**src/rtl/flash_frame_loader_pkg.sv**
```systemverilog
`default_nettype none
// ============================================================================
// Module   : flash_frame_loader_pkg
// Purpose  : Shared panel and flash-reader definitions for the frame loader.
//            Holds panel geometry defaults, the RGB565 pixel type, frame
//            buffer address width and SPI flash command field widths.
// Revision : 1.0 - initial release
// ============================================================================
package flash_frame_loader_pkg;

  // Panel geometry defaults (64 x 64)
  localparam int c_LOG_W_DEF = 6;
  localparam int c_LOG_H_DEF = 6;
  localparam int c_FB_ADDR_W = c_LOG_W_DEF + c_LOG_H_DEF;

  // SPI flash reader command fields
  localparam int c_SF_ADDR_W = 24;
  localparam int c_SF_LEN_W  = 16;

  typedef logic [15:0]              rgb565_t;
  typedef logic [c_SF_ADDR_W-1:0]   sf_addr_t;
  typedef logic [c_SF_LEN_W-1:0]    sf_len_t;

  // Flash byte address of a frame; frames are a power-of-two size so the
  // offset is a shift. The sum wraps modulo 2^24 by construction.
  function automatic sf_addr_t frame_start(input sf_addr_t base,
                                           input logic [7:0] frame,
                                           input int unsigned log_frame_bytes);
    return base + (sf_addr_t'(frame) << log_frame_bytes);
  endfunction

endpackage
`default_nettype wire

```
**src/rtl/flash_pixel_packer.sv**
```systemverilog
`default_nettype none
// ============================================================================
// Module   : flash_pixel_packer
// Purpose  : Pairs consecutive flash bytes into RGB565 pixels. The even byte
//            of a pair is held as the MSB; the odd byte completes the pixel
//            and produces a one-cycle registered frame buffer write.
// Revision : 1.0 - initial release
// ============================================================================
module flash_pixel_packer
  import flash_frame_loader_pkg::*;
#(
  parameter int LOG_W = c_LOG_W_DEF,
  parameter int LOG_H = c_LOG_H_DEF
) (
  input  logic                   clk,
  input  logic                   rst,
  input  logic                   i_valid,
  input  logic [LOG_W:0]         i_byte_idx,
  input  logic [LOG_H-1:0]       i_line,
  input  logic [7:0]             i_data,
  output logic                   o_we,
  output logic [LOG_W+LOG_H-1:0] o_addr,
  output rgb565_t                o_data
);

  logic                   r_we;
  logic [LOG_W+LOG_H-1:0] r_addr;
  rgb565_t                r_data;
  logic [7:0]             r_msb;

  // Latch the MSB on even bytes, emit the assembled pixel on odd bytes
  always_ff @(posedge clk or posedge rst) begin
    if (rst) begin
      r_we   <= 1'b0;
      r_addr <= '0;
      r_data <= '0;
      r_msb  <= '0;
    end else begin
      r_we <= i_valid & i_byte_idx[0];
      if (i_valid && !i_byte_idx[0]) begin
        r_msb <= i_data;
      end
      if (i_valid && i_byte_idx[0]) begin
        r_addr <= {i_line, i_byte_idx[LOG_W:1]};
        r_data <= {r_msb, i_data};
      end
    end
  end

  assign o_we   = r_we;
  assign o_addr = r_addr;
  assign o_data = r_data;

endmodule
`default_nettype wire

```
**src/rtl/flash_frame_loader.sv**
```systemverilog
`default_nettype none
// ============================================================================
// Module   : flash_frame_loader
// Purpose  : Loads one animation frame from SPI flash into the panel frame
//            buffer per request: one flash read per panel line, bytes packed
//            into RGB565 pixels. Frame index advances and wraps per frame;
//            a request arriving while busy is remembered (single-deep).
// Revision : 1.0 - initial release
// ============================================================================
module flash_frame_loader
  import flash_frame_loader_pkg::*;
#(
  parameter sf_addr_t BASE_ADDR = 24'h100000,
  parameter int       N_FRAMES  = 16,
  parameter int       LOG_W     = c_LOG_W_DEF,
  parameter int       LOG_H     = c_LOG_H_DEF
) (
  input  logic                   clk,
  input  logic                   rst,
  input  logic                   i_frame_req,
  output logic                   o_busy,
  output logic                   o_done,
  output logic [23:0]            o_sf_addr,
  output logic [15:0]            o_sf_len,
  output logic                   o_sf_go,
  input  logic                   i_sf_rdy,
  input  logic [7:0]             i_sf_data,
  input  logic                   i_sf_valid,
  output logic [LOG_W+LOG_H-1:0] o_fbw_addr,
  output logic [15:0]            o_fbw_data,
  output logic                   o_fbw_we
);

  localparam int          c_LINE_BYTES      = 2 << LOG_W;
  localparam int unsigned c_LOG_FRAME_BYTES = LOG_W + LOG_H + 1;
  localparam int          c_BC_W            = LOG_W + 1;

  localparam logic [c_BC_W-1:0] c_LAST_BYTE  = '1;
  localparam logic [LOG_H-1:0]  c_LAST_LINE  = '1;
  localparam logic [7:0]        c_LAST_FRAME = 8'(N_FRAMES - 1);
  localparam sf_addr_t          c_LINE_STEP  = sf_addr_t'(c_LINE_BYTES);

  localparam logic [2:0] c_ST_IDLE   = 3'd0;
  localparam logic [2:0] c_ST_ISSUE  = 3'd1;
  localparam logic [2:0] c_ST_STREAM = 3'd2;
  localparam logic [2:0] c_ST_NEXT   = 3'd3;
  localparam logic [2:0] c_ST_FIN    = 3'd4;

  logic [2:0]        r_state;
  logic              r_pending;
  logic [LOG_H-1:0]  r_line;
  logic [c_BC_W-1:0] r_byte_cnt;
  logic [7:0]        r_frame;
  sf_addr_t          r_sf_addr;

  logic w_start;
  logic w_sf_go;
  logic w_byte_ok;

  assign w_start   = (r_state == c_ST_IDLE) && (i_frame_req || r_pending);
  // Command strobe is combinational so a ready reader accepts in the first
  // ISSUE cycle; it can never assert while the reader is not ready.
  assign w_sf_go   = (r_state == c_ST_ISSUE) && i_sf_rdy;
  // Bytes outside STREAM are neither counted nor written
  assign w_byte_ok = (r_state == c_ST_STREAM) && i_sf_valid;

  // Frame sequencer: line/byte bookkeeping, command address, frame index
  always_ff @(posedge clk or posedge rst) begin
    if (rst) begin
      r_state    <= c_ST_IDLE;
      r_line     <= '0;
      r_byte_cnt <= '0;
      r_frame    <= '0;
      r_sf_addr  <= BASE_ADDR;
    end else begin
      case (r_state)
        c_ST_IDLE: begin
          if (w_start) begin
            r_line    <= '0;
            r_sf_addr <= frame_start(BASE_ADDR, r_frame, c_LOG_FRAME_BYTES);
            r_state   <= c_ST_ISSUE;
          end
        end
        c_ST_ISSUE: begin
          if (w_sf_go) begin
            r_byte_cnt <= '0;
            r_state    <= c_ST_STREAM;
          end
        end
        c_ST_STREAM: begin
          if (i_sf_valid) begin
            r_byte_cnt <= r_byte_cnt + 1'b1;
            if (r_byte_cnt == c_LAST_BYTE) begin
              r_state <= c_ST_NEXT;
            end
          end
        end
        c_ST_NEXT: begin
          if (r_line == c_LAST_LINE) begin
            r_state <= c_ST_FIN;
          end else begin
            r_line    <= r_line + 1'b1;
            r_sf_addr <= r_sf_addr + c_LINE_STEP;
            r_state   <= c_ST_ISSUE;
          end
        end
        c_ST_FIN: begin
          r_frame <= (r_frame == c_LAST_FRAME) ? 8'd0 : r_frame + 8'd1;
          r_state <= c_ST_IDLE;
        end
        default: begin
          r_state <= c_ST_IDLE;
        end
      endcase
    end
  end

  // Remember one request made while busy; extra requests merge into it
  always_ff @(posedge clk or posedge rst) begin
    if (rst) begin
      r_pending <= 1'b0;
    end else if (w_start) begin
      r_pending <= 1'b0;
    end else if (i_frame_req && (r_state != c_ST_IDLE)) begin
      r_pending <= 1'b1;
    end
  end

  flash_pixel_packer #(
    .LOG_W (LOG_W),
    .LOG_H (LOG_H)
  ) u_packer (
    .clk        (clk),
    .rst        (rst),
    .i_valid    (w_byte_ok),
    .i_byte_idx (r_byte_cnt),
    .i_line     (r_line),
    .i_data     (i_sf_data),
    .o_we       (o_fbw_we),
    .o_addr     (o_fbw_addr),
    .o_data     (o_fbw_data)
  );

  assign o_busy    = (r_state != c_ST_IDLE);
  assign o_done    = (r_state == c_ST_FIN);
  assign o_sf_go   = w_sf_go;
  assign o_sf_addr = r_sf_addr;
  assign o_sf_len  = 16'(c_LINE_BYTES - 1);

endmodule
`default_nettype wire

```
**config.mk**
```make
export PLATFORM = sky130hd
export DESIGN_NAME = flash_frame_loader
export DESIGN_NICKNAME = d
export VERILOG_FILES = /design/src/rtl/flash_frame_loader_pkg.sv /design/src/rtl/flash_pixel_packer.sv /design/src/rtl/flash_frame_loader.sv
export SDC_FILE = /design/constraint.sdc
export NUM_CORES = 1
export LEC_CHECK = 0
export CAP_MARGIN = 10
export CELL_PAD_IN_SITES_DETAIL_PLACEMENT = 0
export CELL_PAD_IN_SITES_GLOBAL_PLACEMENT = 1
export CORE_MARGIN = 4
export CORE_UTILIZATION = 40
export DETAILED_ROUTE_END_ITERATION = 8
export PLACE_DENSITY_LB_ADDON = 0.1
export RECOVER_POWER = 25
export REMOVE_ABC_BUFFERS = 1
export SLEW_MARGIN = 0
export SYNTH_ARGS = -nofsm -noshare
export SYNTH_HDL_FRONTEND = slang
export SYNTH_SLANG_ARGS = --single-unit
```
**constraint.sdc**
```tcl
create_clock -name clk -period 3.4 [get_ports clk]
set_input_delay 0.68 -clock clk [delete_from_list [all_inputs] [get_ports clk]]
set_output_delay 0.68 -clock clk [all_outputs]
set_load 0.01 [all_outputs]
```
Word-level counts from Yosys, hierarchy flattened
Index checks and enable logic that the tools add are counted.

Output and inout port bits: 72. Register bits after elaboration: 86. Input bits: 13. Word-level logic and storage cells: 62.

Bitwise gates (word level): 1. Add/sub/neg operators: 5. Muxes and demuxes: 18. Reduce and logical (&&, ||, !) cells: 16. Equality and inequality tests: 12.

Operator list (number): 24-bit 2-to-1 mux (2); 24-bit one-hot mux with 2 select lines (1); 24-bit by 8-bit adder with 24-bit output (second input constant) (1); 21-bit by 21-bit adder with 22-bit output (first input constant) (1); 3-bit 2-to-1 mux (5); 7-bit 2-to-1 mux (2); 7-bit one-hot mux with 2 select lines (1); 6-bit 2-to-1 mux (2); 3-bit one-hot mux with 4 select lines (1); 6-bit one-hot mux with 2 select lines (1); 8-bit by 1-bit adder with 8-bit output (second input constant) (1); 8-bit by 4-bit equality test with 1-bit output (second input constant) (1); 8-bit 2-to-1 mux (1); 2-bit inequality test (second input constant) (4); 7-bit by 1-bit adder with 7-bit output (second input constant) (1); 7-bit equality test (second input constant) (1); 6-bit by 1-bit adder with 6-bit output (second input constant) (1); 3-bit by 2-bit equality test with 1-bit output (second input constant) (2); 6-bit equality test (second input constant) (1); 1-bit logical AND (6); 3-bit AND reduction (2); 2-bit nonzero test (3); 4-bit AND reduction (1); 3-bit by 1-bit equality test with 1-bit output (second input constant) (1); other kinds (8) (9).

Depth between registers and ports, before layout
Depth in word-level cells: 4. Mapped depth: 7. Gate-level depth less buffers: 5.

Modules after synthesis
Synthesis repeated with hierarchy kept, for this count alone.

Cell total of the unflattened synthesis: 341. Area, all modules: 3917.5 µm².

By module, submodules not included: flash_frame_loader (times used 1, cells each 260, sequential area each 1052.3 µm², area an instance 2506.2 µm²); flash_pixel_packer (times used 1, cells each 81, sequential area each 925.9 µm², area an instance 1411.4 µm²).

Worst setup path before layout
Ideal clock, no wire load.

Path type: flip-flop to flip-flop. Start point: reg r_line[0]. End point: reg r_sf_addr[18] (netlist: o_sf_addr[18]). Arrival: 1.622 ns. Library setup time: 0.128 ns. Data required time: 3.272 ns. Buffers on the path: 2. Clock period less this slack: 1.749 ns. Stages on the path, launching flop included: 8. Setup slack: 1.651 ns. Path through: dfrtp_1 > ha_1 > and4_1 > buf_2 > a21oi_2 > buf_2 > o22ai_1 > o2bb2ai_1.

Cells in the longest elaborated chain, start to end: 3.

Ends and longest elaborated chain: from (decl) (RTL line flash_frame_loader.sv:51) `logic [LOG_H-1:0] r_line;`; from (signal assigned) (RTL line flash_frame_loader.sv:102) `r_line <= r_line + 1'b1;`; 6-bit equality test (RTL line flash_frame_loader.sv:99) `if (r_line == c_LAST_LINE) begin`; 2-bit inequality test (no source line); 3-bit AND reduction (no source line); to (signal assigned) (RTL line flash_frame_loader.sv:80) `r_sf_addr <= frame_start(BASE_ADDR, r_frame, c_LOG_FRAME_BYTES);`; to (signal assigned) (RTL line flash_frame_loader.sv:103) `r_sf_addr <= r_sf_addr + c_LINE_STEP;`; to (decl) (RTL line flash_frame_loader.sv:54) `sf_addr_t r_sf_addr;`.

Every way passes these cells. A chain may end at the register's enable or synchronous reset.

Worst setup path after layout
Start point: in i_sf_rdy. End point: out o_sf_go.

Cells in the longest elaborated chain, start to end: 1.

Ends and longest elaborated chain: from (decl) (RTL line flash_frame_loader.sv:26) `input logic i_sf_rdy,`; 1-bit logical AND (RTL line flash_frame_loader.sv:63) `assign w_sf_go = (r_state == c_ST_ISSUE) && i_sf_rdy;`; to (decl) (RTL line flash_frame_loader.sv:25) `output logic o_sf_go,`.

Every way passes these cells.

==> impl_metrics.csv <==
group,metric,value,unit
critical_path,crit_path_end_kind,"primary output",
final_layout,drive_gt1_frac,0.172,
critical_path,cp_max_fo,5,
pwr,switching_share,0.356,
synth,seq_area_frac_synth,0.506,
synth,async_flop_share,1.00,
cts,h-tree-depth,3,
hold_path,min_path_type,"register to register",
place,place_area,4550,um2
hold_path,worstHoldPathCells,1,
cts,clockBufferDepth,2,
synth,ys.flop_type,"dfrtp_1",
synth,yosys_warnings,0,
synth,synth_top_area_cell,"dfrtp_1",
global_routing,grt_antenna_before_repair,0,
cts,cts-resized-gates,0,
floorplanning,die_area,11400,um2
place,port_buffers,61,
critical_path,cp-start-kind,"input pin",
timing,final.setup.tns,0,ns
critical_path,reg2reg_slack,1.12,ns
pwr,combPwrFrac,0.369,
floorplanning,initial_core_util,0.417,
cts,clk_latency,0.35,ns
timing,drv_slew,40,
detailed_routing,drc_errors,0,
timing,setup_violations,0,
floorplanning,io_pins,85,
critical_path,r2r-start,"r_line[0]$_DFFE_PP0P_",
critical_path,arrival,2.13,ns
pwr,power_density,685,nW/um2
status,outcome,"finished with violations",
pwr,p_leak,2.08,nW
final_layout,mostFrequentLayoutCells,"78 x dfrtp_1, 59 x clkdlybuf4s50_1, 37 x mux2_2",
global_routing,grt_use_total,0.162,
synth,yosysTopAreaCellShare,0.500,
final_layout,fin_area,4730,um2
synth,syn_area_per_cell,11.3,um2
cts,cts.clk_slew.worst_paths,0.08,ns
critical_path,worstSetupPathType,"input pin to primary output",
synth,synth-edff-count,0,
floorplanning,rows,35,
hold_path,worstHoldStart,"u_packer.r_msb[0]$_DFFE_PP0P_",
detailed_routing,wl_per_cell,16.0,um
final_layout,final_core_util,0.504,
final_layout,regArea,1980,um2
floorplanning,fp.dieH,107,um
cts,cts_root_buf,"clkbuf_8",
synth,ys_ff_latch,79,
final_layout,design.final.nets,424,
detailed_routing,vias,2860,
place,gp_congestion,0.810,
timing,hold_viol_final,0,
timing,slew_headroom,-0.247,
global_routing,grt_pass1_wl,14600,um
timing,fin_crit,2.81,ns
final_layout,area_delta_synth_final,21.0,%
hold_path,whs_endpoint,"u_packer.r_msb[0]$_DFFE_PP0P_",
critical_path,rr_worst_depth,5,
global_routing,overflow,0,
pwr,p_int,2.08,mW
place,dpl.hpwl,6020,um
pwr,power,3.24,mW
global_routing,grt_pass1_vias,2760,
cts,cts-buffers-inserted,9,
detailed_routing,ant_nets,0,
timing,worst_hold_slack,0.511,ns
timing,worst_pin_slew,1.86,ns
final_layout,multi_input_area,1720,um2
pwr,switchingPower,1.15,mW
detailed_routing,dr.first_iter.drc_count,158,
final_layout,fillCellCount,910,
timing,fmax,0.356,GHz
synth,yosysUniqueCellTypes,52,
timing,min_period_over_period,0.826,
timing,fin_worst_skew,0.0126,ns
global_routing,grt_max_degree,41,
detailed_routing,avgViaCountPerCell,5.29,
pwr,pwr-share-seq,0.432,
cts,cts_setup_buffers,0,
final_layout,layout_commonest_cell,"dfrtp_1",
status,violations,"max-capacitance violations, max-slew violations",
final_layout,diodes,0,
detailed_routing,dr.pass1.iters,4,
floorplanning,fp.dieW,107,um
cts,cts_num_sinks,79,
floorplanning,coreArea,9370,um2
pwr,peakVddDrop,0.310,mV
pwr,pwr-share-clk,0.199,
detailed_routing,wl,8670,um
cts,hold_buffers,0,
synth,synthCells,347,
timing,rsz0062_at_grt,"no",
synth,yosys-top-cells-area,"dfrtp_1 50%, mux2_2 11%, buf_4 4.8%, nand3_1 2.7%, nor2_1 1.8%",
critical_path,rr_endpoint,"r_line[4]$_DFFE_PP0P_",
synth,synth.cell_area,3910,um2
flow_run,cap_violations,1,
cts,cts_tree,"done",
critical_path,critPathRequiredTime,2.72,ns
per-stage QoR:
stage	instances	setup slack, ns
global placement	525	0.611
finish	541	0.591
global route	541	0.516
detailed placement	525	0.591
floorplan	329	0.698
CTS	541	0.583
power groups by stage:
stage                     clock network, mW  logic [mW]  registers, mW
after floorplan                           0       0.612           1.44
after global placement                    0        1.20           1.41
after detailed placement                  0        1.21           1.42
after CTS                             0.672        1.21           1.40
after global routing                  0.709        1.30           1.45
final                                 0.644        1.20           1.40
logic make-up after synthesis:
group,count (synthesis),share of synthesized area
simple gates,95,0.138
flops,79,0.506
fa+ha+maj,4,0.0128
other cells,2,0.00192
buf+inv,44,0.0730
xor+xnor,7,0.0157
compound gates,74,0.129
mux,42,0.123
flip-flops by register name (all words and copies together), names as in the netlist:
name             flops
u_packer.o_we        1
u_packer.r_msb       8
r_state              3
r_byte_cnt           7
r_line               6
u_packer.o_data     16
r_pending            1
r_frame              8
u_packer.o_addr     12
o_sf_addr           17
worst max-delay path, cell delays in order:
cell and delay [ns]:
clkdlybuf4s50_1 0.51, nand3b_2 0.13, nor2_1 0.23, clkdlybuf4s50_1 0.58
synthesized netlist by cell type, types with 7 or more instances:
cell / number
nand3_1: 21
and3_1: 8
xnor2_1: 7
a21oi_1: 14
dfrtp_1: 78
nor2_1: 19
buf_4: 25
mux2_2: 37
buf_2: 9
nand2_1: 13
o21ai_0: 13
metal layers:
metal | vias to the layer above | global-route usage | wire length (um)
met2 | 93 | 0.247 | 3930
met4 | 0 | 0.0329 | 70
met5 | - | 0 | 0
li1 | 1350 | - | -
met1 | 1411 | 0.230 | 4090
met3 | 6 | 0.0482 | 579
cell type report:
class                      count  share of cell area
clock inverter                 7              0.0114
sequential                    79               0.418
tap                          129              0.0341
timing repair buffer          67               0.141
clock buffer                   9              0.0262
multi-input combinational    245               0.364
inverter                       5             0.00424
how the worst max path moves through the flow:
stage                           startpoint                        end  depth (start not counted)
floorplan                              rst  o_sf_addr[10]$_DFFE_PP0P_                          1
global placement                  i_sf_rdy                    o_sf_go                          4
detailed placement                i_sf_rdy                    o_sf_go                          4
CTS                               i_sf_rdy                    o_sf_go                          4
global route        r_state[2]$_DFFE_PP0P_                     o_done                          2
finish                            i_sf_rdy                    o_sf_go                          4
(Power assumes the default switching activity.)
